**src/rtl/dm_pkg.sv**
```systemverilog
// Shared definitions for the data-memory read-modify-write controller:
// access-type codes, FSM state encoding and small decode helpers.
package dm_pkg;

  // Access type codes carried on req_dmtype.
  localparam logic [2:0] DM_WORD   = 3'b000;
  localparam logic [2:0] DM_HALF   = 3'b001;
  localparam logic [2:0] DM_HALF_U = 3'b010;
  localparam logic [2:0] DM_BYTE   = 3'b011;
  localparam logic [2:0] DM_BYTE_U = 3'b100;

  // Controller states.
  typedef enum logic [2:0] {
    IDLE,
    RD,
    RDW,
    WR,
    DONE
  } dm_state_t;

  // Access width after decoding the type code.
  typedef enum logic [1:0] {
    SZ_BYTE,
    SZ_HALF,
    SZ_WORD
  } dm_size_t;

  // Unknown codes fall back to a full-word access.
  function automatic dm_size_t dm_size(input logic [2:0] dmtype);
    dm_size_t size;
    case (dmtype)
      DM_HALF, DM_HALF_U: size = SZ_HALF;
      DM_BYTE, DM_BYTE_U: size = SZ_BYTE;
      default:            size = SZ_WORD;
    endcase
    return size;
  endfunction

  // Only the two signed sub-word codes sign-extend; words need no extension.
  function automatic logic dm_is_signed(input logic [2:0] dmtype);
    return (dmtype == DM_HALF) || (dmtype == DM_BYTE);
  endfunction

  // Halves must sit on an even byte, words on a multiple of four.
  function automatic logic dm_misaligned(input logic [2:0] dmtype,
                                         input logic [1:0] lane);
    logic mis;
    case (dm_size(dmtype))
      SZ_BYTE: mis = 1'b0;
      SZ_HALF: mis = lane[0];
      default: mis = |lane;
    endcase
    return mis;
  endfunction

endpackage

```
**src/rtl/dm_lane_unit.sv**
```systemverilog
// Combinational lane logic: extracts and extends a loaded byte/half/word
// from a RAM word, and merges right-aligned store data into an old word.
module dm_lane_unit
  import dm_pkg::*;
(
  input  logic [31:0] word,
  input  logic [31:0] wdata,
  input  logic [1:0]  lane,
  input  logic [2:0]  dmtype,
  output logic [31:0] load_data,
  output logic [31:0] merged
);

  dm_size_t    size;
  logic        sign_ext;
  logic [7:0]  byte_sel;
  logic [15:0] half_sel;

  assign size     = dm_size(dmtype);
  assign sign_ext = dm_is_signed(dmtype);

  // The selected byte lane, and the half at lanes {addr[1],0}/{addr[1],1}.
  assign byte_sel = word[{lane, 3'b000} +: 8];
  assign half_sel = word[{lane[1], 4'b0000} +: 16];

  // Load path: pick the lane and replicate its top bit or zero-fill.
  always_comb begin
    load_data = word;
    case (size)
      SZ_BYTE: load_data = {{24{sign_ext & byte_sel[7]}}, byte_sel};
      SZ_HALF: load_data = {{16{sign_ext & half_sel[15]}}, half_sel};
      default: load_data = word;
    endcase
  end

  // Store path: each byte lane decides independently whether it takes new
  // data and which byte of the right-aligned store data feeds it.
  genvar gi;
  generate
    for (gi = 0; gi < 4; gi++) begin : g_lane
      localparam logic [1:0] LANE_IDX = 2'(gi);
      localparam logic       LANE_HI  = (gi >= 2);
      localparam logic       LANE_ODD = (gi % 2 == 1);

      logic       lane_en;
      logic [7:0] lane_src;

      // Byte enable and source byte for this lane.
      always_comb begin
        lane_en  = 1'b0;
        lane_src = wdata[8*gi +: 8];
        case (size)
          SZ_BYTE: begin
            lane_en  = (lane == LANE_IDX);
            lane_src = wdata[7:0];
          end
          SZ_HALF: begin
            lane_en  = (lane[1] == LANE_HI);
            lane_src = LANE_ODD ? wdata[15:8] : wdata[7:0];
          end
          default: begin
            lane_en  = 1'b1;
            lane_src = wdata[8*gi +: 8];
          end
        endcase
      end

      assign merged[8*gi +: 8] = lane_en ? lane_src : word[8*gi +: 8];
    end
  endgenerate

endmodule

```
**src/rtl/dm_rmw_ctrl.sv**
```systemverilog
// Data-memory access controller: one load/store at a time between the CPU
// memory stage and a word-only synchronous RAM. Sub-word stores become
// read-modify-write sequences; loads are lane-extracted and extended.
module dm_rmw_ctrl
  import dm_pkg::*;
#(
  parameter int ADDR_W = 10
) (
  input  logic              clk,
  input  logic              reset,
  input  logic              req_valid,
  output logic              req_ready,
  input  logic              req_we,
  input  logic [31:0]       req_addr,
  input  logic [31:0]       req_wdata,
  input  logic [2:0]        req_dmtype,
  output logic              resp_valid,
  output logic [31:0]       resp_rdata,
  output logic              resp_err,
  output logic [ADDR_W-1:0] ram_addr,
  output logic              ram_we,
  output logic [31:0]       ram_wdata,
  input  logic [31:0]       ram_rdata
);

  dm_state_t state_reg;
  dm_state_t state_next;

  // Latched request.
  logic [ADDR_W-1:0] addr_reg;
  logic [1:0]        lane_reg;
  logic [2:0]        dmtype_reg;
  logic              we_reg;
  logic [31:0]       wdata_reg;

  // Word to be written in WR, extended load result, error flag.
  logic [31:0]       wr_word_reg;
  logic [31:0]       rdata_reg;
  logic              err_reg;

  logic              accept;
  logic              req_misaligned;
  logic              req_is_word;
  logic [31:0]       lane_load;
  logic [31:0]       lane_merged;
  logic              unused_addr_hi;

  // Byte-address bits above the RAM window are don't-care.
  assign unused_addr_hi = ^req_addr[31:ADDR_W+2];

  assign req_misaligned = dm_misaligned(req_dmtype, req_addr[1:0]);
  assign req_is_word    = (dm_size(req_dmtype) == SZ_WORD);
  assign accept         = req_valid && (state_reg == IDLE);

  dm_lane_unit u_lane (
    .word      (ram_rdata),
    .wdata     (wdata_reg),
    .lane      (lane_reg),
    .dmtype    (dmtype_reg),
    .load_data (lane_load),
    .merged    (lane_merged)
  );

  // State register; reset aborts any in-flight access immediately.
  always_ff @(posedge clk or posedge reset) begin
    if (reset) begin
      state_reg <= IDLE;
    end else begin
      state_reg <= state_next;
    end
  end

  // Next-state decode and per-state strobes. ram_we is purely a function of
  // the state so an asynchronous reset drops it without waiting for a clock.
  always_comb begin
    state_next = state_reg;
    req_ready  = 1'b0;
    resp_valid = 1'b0;
    ram_we     = 1'b0;
    case (state_reg)
      IDLE: begin
        req_ready = 1'b1;
        if (req_valid) begin
          if (req_misaligned) begin
            state_next = DONE;
          end else if (req_we && req_is_word) begin
            state_next = WR;
          end else begin
            state_next = RD;
          end
        end
      end
      RD: begin
        state_next = RDW;
      end
      RDW: begin
        state_next = we_reg ? WR : DONE;
      end
      WR: begin
        ram_we     = 1'b1;
        state_next = DONE;
      end
      DONE: begin
        resp_valid = 1'b1;
        state_next = IDLE;
      end
      default: begin
        state_next = IDLE;
      end
    endcase
  end

  // Request latch on accept, then capture of RAM data in RDW: loads keep the
  // extended lane, sub-word stores keep the merged word for the WR cycle.
  always_ff @(posedge clk or posedge reset) begin
    if (reset) begin
      addr_reg    <= '0;
      lane_reg    <= '0;
      dmtype_reg  <= DM_WORD;
      we_reg      <= 1'b0;
      wdata_reg   <= '0;
      wr_word_reg <= '0;
      rdata_reg   <= '0;
      err_reg     <= 1'b0;
    end else begin
      if (accept) begin
        addr_reg    <= req_addr[ADDR_W+1:2];
        lane_reg    <= req_addr[1:0];
        dmtype_reg  <= req_dmtype;
        we_reg      <= req_we;
        wdata_reg   <= req_wdata;
        wr_word_reg <= req_wdata;
        rdata_reg   <= '0;
        err_reg     <= req_misaligned;
      end else if (state_reg == RDW) begin
        if (we_reg) begin
          wr_word_reg <= lane_merged;
        end else begin
          rdata_reg <= lane_load;
        end
      end
    end
  end

  assign ram_addr   = addr_reg;
  assign ram_wdata  = (state_reg == WR) ? wr_word_reg : '0;
  assign resp_rdata = rdata_reg;
  assign resp_err   = err_reg & resp_valid;

endmodule

```
**config.mk**
```make
export PLATFORM = sky130hd
export DESIGN_NAME = dm_rmw_ctrl
export DESIGN_NICKNAME = d
export VERILOG_FILES = /design/src/rtl/dm_pkg.sv /design/src/rtl/dm_lane_unit.sv /design/src/rtl/dm_rmw_ctrl.sv
export SDC_FILE = /design/constraint.sdc
export NUM_CORES = 1
export LEC_CHECK = 0
export ABC_CLOCK_PERIOD_IN_PS = 3600
export CORE_UTILIZATION = 45
export CTS_CLUSTER_SIZE = 20
export DETAILED_ROUTE_END_ITERATION = 8
export PLACE_DENSITY_LB_ADDON = 0.05
export SLEW_MARGIN = 20
export SYNTH_ARGS = -nofsm -noshare
export SYNTH_HDL_FRONTEND = slang
export SYNTH_SLANG_ARGS = --single-unit
export TNS_END_PERCENT = 20
```
**constraint.sdc**
```tcl
create_clock -name clk -period 3.6 [get_ports clk]
set_input_delay 0.72 -clock clk [delete_from_list [all_inputs] [get_ports clk]]
set_output_delay 0.72 -clock clk [all_outputs]
set_load 0.1 [all_outputs]
```
### Word level (Yosys, flattened, before mapping)

Index checks and enable logic that the tools add are counted.

* register bits: 116
* input port bits: 103
* word-level logic and storage cells: 82
* output and inout port bits: 78

* eq/ne operators: 20
* shifts and indexed selects: 2
* bitwise gates (word level): 4
* reductions and logical operators: 17
* mux-type cells: 30

Operators with widths (count)
* $mux W32: 7
* $pmux W32 S2: 1
* $mux W8: 6
* $shiftx A32 B6 Y16: 1
* $shiftx A32 B6 Y8: 1
* $eq A3 B2 Y1 const B: 6
* $pmux W8 S2: 1
* $pmux W3 S4: 1
* $reduce_or A2 Y1: 6
* $pmux W1 S2: 5
* $eq A3 B1 Y1 const B: 3
* $eq A3 B3 Y1 const B: 3
* $mux W3: 3
* $pmux W2 S2: 2
* $eq A2 B1 Y1 const B: 3
* $eq A2 B2 Y1 const B: 3
* $logic_not A2 Y1: 3
* $reduce_and A2 Y1: 2
* $reduce_bool A2 Y1: 2
* $and A1 B1 Y1: 3
* $logic_not A3 Y1: 1
* $mux W1: 3
* $logic_and A1 B1 Y1: 2
* $mux W2: 1
* other kinds (4): 4

### Longest topological paths before layout

* word-level depth: 10
* depth in mapped cells: 8
* mapped depth without buffers: 5

### Hierarchy

A second synthesis with hierarchy kept.

* cells, all modules: 749
* area, all modules: 6815.3 µm²

By module, submodules not included
* dm_rmw_ctrl: area each 4758.3 µm², instances 1, cells an instance 483
* dm_lane_unit: area each 2057.0 µm², instances 1, cells an instance 266

### Worst setup path after synthesis

OpenSTA, ideal clock, no wires.

* path kind: register -> output
* from: register state_reg[0]
* to: output ram_wdata[22]
* stages on the path, launching flop included: 6
* buffers on the path: 2
* arrival: 2610 ps
* setup slack: 270 ps
* path through: dfrtp_1 > buf_2 > nand2_1 > nor2_1 > clkbuf_1 > and2_1

* cells in the longest elaborated chain, start to end: 2

RTL lines
* start: declaration: RTL line dm_rmw_ctrl.sv:26 `dm_state_t state_reg;`
* start signal: assignment: RTL line dm_rmw_ctrl.sv:69 `state_reg <= state_next;`
* $eq A3 B2 Y1: RTL line dm_rmw_ctrl.sv:146 `assign ram_wdata = (state_reg == WR) ? wr_word_reg : '0;`
* $mux W32: RTL line dm_rmw_ctrl.sv:146
* end: declaration: RTL line dm_rmw_ctrl.sv:22 `output logic [31:0] ram_wdata,`

No other way between the ends.

### Worst setup path after layout

* from: register state_reg[0]
* to: output ram_wdata[14]

Same word-level chain as after synthesis.

==> metrics.md <==
| Metric | Value |
|---|---|
| Drt first pass iters | 8 |
| Final setup violation count | 0 |
| Leakage power | 4.11 nW |
| Initial antenna violation count | 0 |
| Reg2Reg Depth | 4 |
| Total GRT Usage | 28.8% |
| Final nets | 1035 |
| Non-filler cells, final | 1129 |
| Worst-skew pair later-pin latency | 0.42 ns |
| Req. time, crit path | 2.88 ns |
| Post-synthesis sequential area ratio | 42.8% |
| Maximum VDD drop | ~0.96 mV |
| Antenna-violating nets left | 0 |
| Async S/R FF share, synth | 100% |
| FMAX | 338 MHz |
| HPWL after detailed placement | roughly 15000 um |
| Die ar. | between 15000 and 20000 um^2 |
| I/O pins | 181 |
| Post-layout min period | 2.96 ns |
| Hold Path Cell Cnt | 2 |
| Crit path max-delay cell type | nor2_1 |
| Clk slew on worst S/H paths | 0.05 ns |
| Via count | roughly 6500 |
| Most area-hungry cell type in the Yosys netlist | dfrtp_1 |
| Final wirelength | between 20000 and 25000 um |
| Layout cells sized above 1 | 13.8% |
| Synthesized instance count | 794 |
| H-tree Lvls | 4 |
| Share of the synthesized area in the top cell type | 42.8% |
| Most frequent cells in the layout | 231 x nand2_1, 124 x clkdlybuf4s50_1, 115 x dfrtp_1 |
| RSZ-0062 raised after global routing | no |
| DRC errors left | 24 |
| Clock power frac | 15.4% |
| Cell variety after synth | 57 |
| Rows | 44 |
| Smallest hold slack | 0.471 ns |
| Most common cell after layout, fill and taps aside | nand2_1 |
| Min-delay src | wdata_reg[19] |
| DRT iter0 DRCs | 634 |
| Post-CTS Hold Fix Bufs | 0 |
| Post-CTS setup buffers | 0 |
| Slew @ Worst Pin | 1.04 ns |
| Int Power | 0.00498 W |
| CTS tree | built |
| Die Width | about 120 um |
| Hold Path Class | reg2reg |
| Synth warn | 0 |
| Clock sinks | 116 |
| Post-Syn Area | 6790 um^2 |
| Root Buffer | clkbuf_16 |
| Headroom to the max-slew limit | 30.7% |
| Initial Util | 46.4% |
| Final Wtd Congestion | 0.886 |
| Dominant cells by area after synthesis | dfrtp_1 43%, nand2_1 13%, o21ai_0 3.8% |
| Pwr dens | 1120 nW/um^2 |
| Mean Syn Cell Area | 8.55 um^2 |
| Final Max Tran Viols | 0 |
| Die Y | 125 um |
| Final cycle utilization of the critical path | 82.3% |
| Synth Flop Type | dfrtp_1 |
| Port-buffer cells | 160 |
| Max-cap violations | 0 |
| Crit Path Class | reg2out |
| Syn Nets | ~900 |
| Critical Path Source | state_reg[0] |
| Worst EP arrival | 2.24 ns |
| CP dominant cell by count | buf_12 |
| Worst r2r src | lane_reg[0] |
| Failing checks | DRC |
| Setup TNS | 0 ns |
| Clock Tree Buf Depth | 2 |
| CTS-repair resized insts | 0 |
| Combinational share of power | approximately 59% |
| Final Hold Viols | 0 |
| Worst Skew | between 0.005 and 0.006 ns |
| Sw Share | 52.8% |
| Inst Count DP | 1097 |
| Number of synthesized flops with an enable pin | 0 |
| CTS Buf Count | 17 |
| Core Area | 14600 um^2 |
| #FFs+latches synth | 116 |
| Critical path endpoint category | output port |
| Vias in the first global route | 6336 |
| P&R area growth vs syn | 38.2% |
| N_diodes | 0 |
| Worst path max stage delay | roughly 0.57 ns |
| Critical path cell sequence | nand2_1, nor2_1, buf_12, and2_1, buf_12 |
| Run status | finished, violations left |
| DR WL/cell | slightly below 20 um |
| First-pass GRT wire length | about 35000 um |
| Largest net degree at the start of global routing | 69 |
| Gr ovfl total | 0 |
| Worst Path Max Fanout | 26 |
| Via density | 5.77 |
| CP Launch Type | register |
| P_sw | 0.00557 W |
| Sequential power share | about a quarter |
[power groups by stage]
stage                     registers, W  logic (W)  clock network, W
after floorplan                0.00384    0.00344                 0
after global placement         0.00263    0.00607                 0
after detailed placement       0.00266    0.00620                 0
after CTS                      0.00265    0.00624           0.00164
after global routing           0.00275    0.00670           0.00170
final                          0.00267    0.00625           0.00163
[metrics by stage]
stage | utilization, % | setup slack [ns] | total power [W] | instance area (um^2)
floorplan | - | 0.270 | 0.00728 | 6790
global placement | 60.1 | 0.527 | 0.00870 | 8810
finish | 64.1 | 0.638 | 0.0105 | 9380
CTS | 64.1 | 0.610 | 0.0105 | 9380
detailed placement | 60.2 | 0.737 | 0.00886 | 8810
global route | 64.1 | 0.497 | 0.0112 | 9380
[synthesized netlist by cell type (2+ instances only)]
cell	number
nor3_1	24
and2_1	37
buf_1	2
a31oi_1	10
a221o_1	2
o211ai_1	23
a22o_1	14
o21ai_4	2
and4_1	7
a21oi_1	29
a222oi_1	2
buf_6	2
nand3b_1	7
buf_4	6
buf_2	26
mux4_1	3
nor2b_1	4
mux2i_1	24
mux4_2	5
o21ai_2	13
nand3_1	10
nor2_1	36
or2_1	2
dfrtp_1	116
a22oi_1	15
o21ai_1	5
nand2b_1	8
clkbuf_1	22
o22ai_1	11
nand2_1	232
mux2_2	13
o21ai_0	52
inv_1	6
[layout make-up]
class,instances,area [um^2]
repair buffers,179,2090
clock inverters,14,138
well taps,184,230
multi-input cells,612,3560
clock buffers,18,429
inverters,6,26.3
flip-flops and latches,116,2900
fillers,1226,5260
[cell families (layout without fill, tap and decap cells)]
kind of cell	Yosys count	in the layout	share of synthesized area, %
buf+inv	66	217	4.94
simple gates	377	377	25.1
compound gates	186	186	18.0
flops	116	116	42.8
fa+ha+maj	1	1	0.147
mux	45	45	8.52
xor+xnor	3	3	0.498
[final timing paths]
kind / end / slack (ns)
max reg2reg: resp_rdata[25] / 1.26
min reg2reg: wdata_reg[19] / 0.47
min: wdata_reg[19] / 0.47
min in group asynchronous: ram_addr[7] / 0.59
max in group asynchronous: wdata_reg[9] / 2.25
max: ram_wdata[14] / 0.64
[critical path: cells and delay by family, from the launching register on]
kind | cells | cell delay, ns
flops | 1 | 0.54
simple gates | 3 | 0.85
buf+inv | 2 | 0.43
[metal layers]
layer | vias to the layer above | wire, um | track usage (%)
li1 | 3037 | - | -
met1 | 3115 | 9850 | 41.0
met2 | 329 | 9770 | 43.6
met3 | 38 | 1930 | 6.44
met4 | 0 | 496 | 8.68
met5 | - | 0 | 0
Note: power is estimated with default switching activity, not from simulation.
==> variant (config.mk and constraints unchanged) <==
Reset style: synchronous (`reset`), changed in 2 clocked blocks. Comments in the files are not updated.
--- a/src/rtl/dm_rmw_ctrl.sv
+++ b/src/rtl/dm_rmw_ctrl.sv
@@ -64,3 +64,3 @@
   // State register; reset aborts any in-flight access immediately.
-  always_ff @(posedge clk or posedge reset) begin
+  always_ff @(posedge clk) begin
     if (reset) begin
@@ -114,3 +114,3 @@
   // extended lane, sub-word stores keep the merged word for the WR cycle.
-  always_ff @(posedge clk or posedge reset) begin
+  always_ff @(posedge clk) begin
     if (reset) begin
Function: differs if reset is asserted again (counterexample within 4 cycles, from zero or initial values and one cycle with reset high); with reset held inactive, the same outputs for 10 cycles.
==> variant against the original RTL <==
Setup slack better by 160 ps; routed wire length increased by 4.3%; synthesized area down 3.5%; sequential cell count is the same; final area decreased by 2.8%; register-to-register slack worse by 90 ps; critical path depth unchanged; highest routed layer unchanged.
Power is not compared: it rests on default switching activity, and its combinational part moved more than twofold at a synthesized area within 25%.
==> variant: results (changes against the original RTL) <==
PLACE
---------------------------------------------------------------------------
Placed insts                                                          1,125   +2.6%
Total cell area at the placement stage                             8503 um2   -3.5%
Placer's final routability congestion estimate                       0.8680   -2.1%
Detailed placement HPWL                                           16,580 um   +7.1%

GRT
---------------------------------------------------------------------------
GRT Util Overall                                                     31.15%   +2.4 points
Global-route wire length before repair                            35,290 um   +2.0%
Remaining Overflow, GRT                                                   0   unchanged
Maximum number of pins on one net before global-route repair             62   -10%
Antenna violations before repair                                          0   unchanged
Vias in the first global route                                        6,478   +2.2%

RUN STATUS
---------------------------------------------------------------------------
Status                                                            completed

LOGIC SYNTHESIS
---------------------------------------------------------------------------
Syn nets                                                                942   +5.0%
Count of mapped cells out of synthesis                                  839   +5.7%
List of most frequent post-synthesis cells                     sky130_fd_sc_hd__nand2_1, sky130_fd_sc_hd__dfxtp_1, sky130_fd_sc_hd__a21oi_1
Area contributors post-synth                                   sky130_fd_sc_hd__dfxtp_1, sky130_fd_sc_hd__a21oi_1, sky130_fd_sc_hd__nand2_1
Ys async rst share                                                       0%   -100 points
Proportion of synthesized chip area in sequential cells              35.45%   -7.3 points

SETUP PATH
---------------------------------------------------------------------------
Critical R2R Launch                                            dmtype_reg[2]$_SDFFE_PP0P_
Crit. Startpoint                                               state_reg[0]$_SDFFE_PP0P_
CP endpoint                                                    ram_wdata[13]
Data arrival at the endpoint of the critical path                   2080 ps   -160 ps
Internal reg-to-reg setup slack                                     1170 ps   -90 ps
Cell count of the worst reg-to-reg path                                   6   +2
FF-to-FF End                                                   wr_word_reg[14]$_SDFFE_PP0P_
Largest fanout on the critical path                                      33   +27%

ROUTING
---------------------------------------------------------------------------
DRC violation total after the first TritonRoute iteration               802   +26%
Count of TritonRoute iterations in the first routing pass                 6   -2
Drt wl/cell                                                        19.89 um   +1.9%

TIMING
---------------------------------------------------------------------------
Clock Skew                                                         6.481 ps   +1.176 ps
Measured slew at the worst slew-check pin                           1031 ps   -5.555 ps
Worst setup slack after layout                                     802.6 ps   +164.1 ps

FINISH
---------------------------------------------------------------------------
Post-layout instance count excluding filler cells                     1,156   +2.4%
Count of filler cells inserted in the layout                          1,215   -0.90%
Share of post-route cells with drive strength above 1                14.24%   +0.49 points

CLOCK TREE
---------------------------------------------------------------------------
CTS max path bufs                                                         2   unchanged

==> variant: changes by cell type after synthesis, moves of 21 or more <==
| cell | change |
|---|---|
| sky130_fd_sc_hd__dfxtp_1 | +116 |
| sky130_fd_sc_hd__dfrtp_1 | -116 |
| sky130_fd_sc_hd__a21oi_1 | +74 |
| sky130_fd_sc_hd__nand2_1 | -97 |
| sky130_fd_sc_hd__a211oi_1 | +39 |
| sky130_fd_sc_hd__o221ai_1 | +23 |
| sky130_fd_sc_hd__o211ai_1 | -21 |
==> variant: critical path, cell delays in order, from the launching register on <==
cell	delay, ps
sky130_fd_sc_hd__dfxtp_1	590
sky130_fd_sc_hd__nand2_1	120
sky130_fd_sc_hd__nor2_1	180
sky130_fd_sc_hd__buf_4	320
sky130_fd_sc_hd__and2_1	240
sky130_fd_sc_hd__buf_12	190
==> variant: routing by layer <==
layer  global-route usage (%)  part of all wire, %  wire length, um
met1                    40.25                   42             9675
met2                    50.95                   47            10790
met3                    7.156                  8.6             1984
met4                    10.29                  2.4              550
met5                        0                    0                0
==> variant: power by group <==
group	leakage (nW)	internal, W	switching [W]
clock	0.299	0.00114	0.000628
sequential	0.949	0.00143	0.000108
combinational	2.08	0.000500	0.000995
total	3.33	0.00307	0.00173
==> variant: kinds of logic after synthesis <==
logic type	count (synthesis)	share of synthesized area, %
xor gates and xnor gates	3	0.5158
DFF	116	35.45
muxes	31	5.118
AOI/OAI and AO/OA	308	30.88
and+or+nand+nor	296	21.26
buffers and inverters	79	5.863
adders and majority gates	6	0.9168
==> variant: final cells by class <==
cell class,count,area [um2],area share [%]
Inverter,6,22.52,0.2469
Timing Repair Buffer,179,2062,22.61
Clock inverter,11,150.1,1.646
Clock buffer,20,466.7,5.117
Multi-Input combinational cell,644,3871,42.45
Tap cell,180,225.2,2.469
Sequential cell,116,2322,25.46
==> variant: worst min path at each step <==
stage | depth (start not counted) | slack (ps) | endpoint | startpoint
global route | 2 | 480 | wdata_reg[21]$_SDFFE_PP0P_ | wdata_reg[21]$_SDFFE_PP0P_
CTS | 2 | 460 | ram_addr[9]$_SDFFE_PP0P_ | ram_addr[9]$_SDFFE_PP0P_
floorplan | 2 | 430 | wdata_reg[16]$_SDFFE_PP0P_ | wdata_reg[16]$_SDFFE_PP0P_
finish | 2 | 460 | ram_addr[9]$_SDFFE_PP0P_ | ram_addr[9]$_SDFFE_PP0P_
detailed placement | 2 | 450 | resp_rdata[1]$_SDFFE_PP0P_ | resp_rdata[1]$_SDFFE_PP0P_
global placement | 2 | 440 | ram_addr[6]$_SDFFE_PP0P_ | ram_addr[6]$_SDFFE_PP0P_
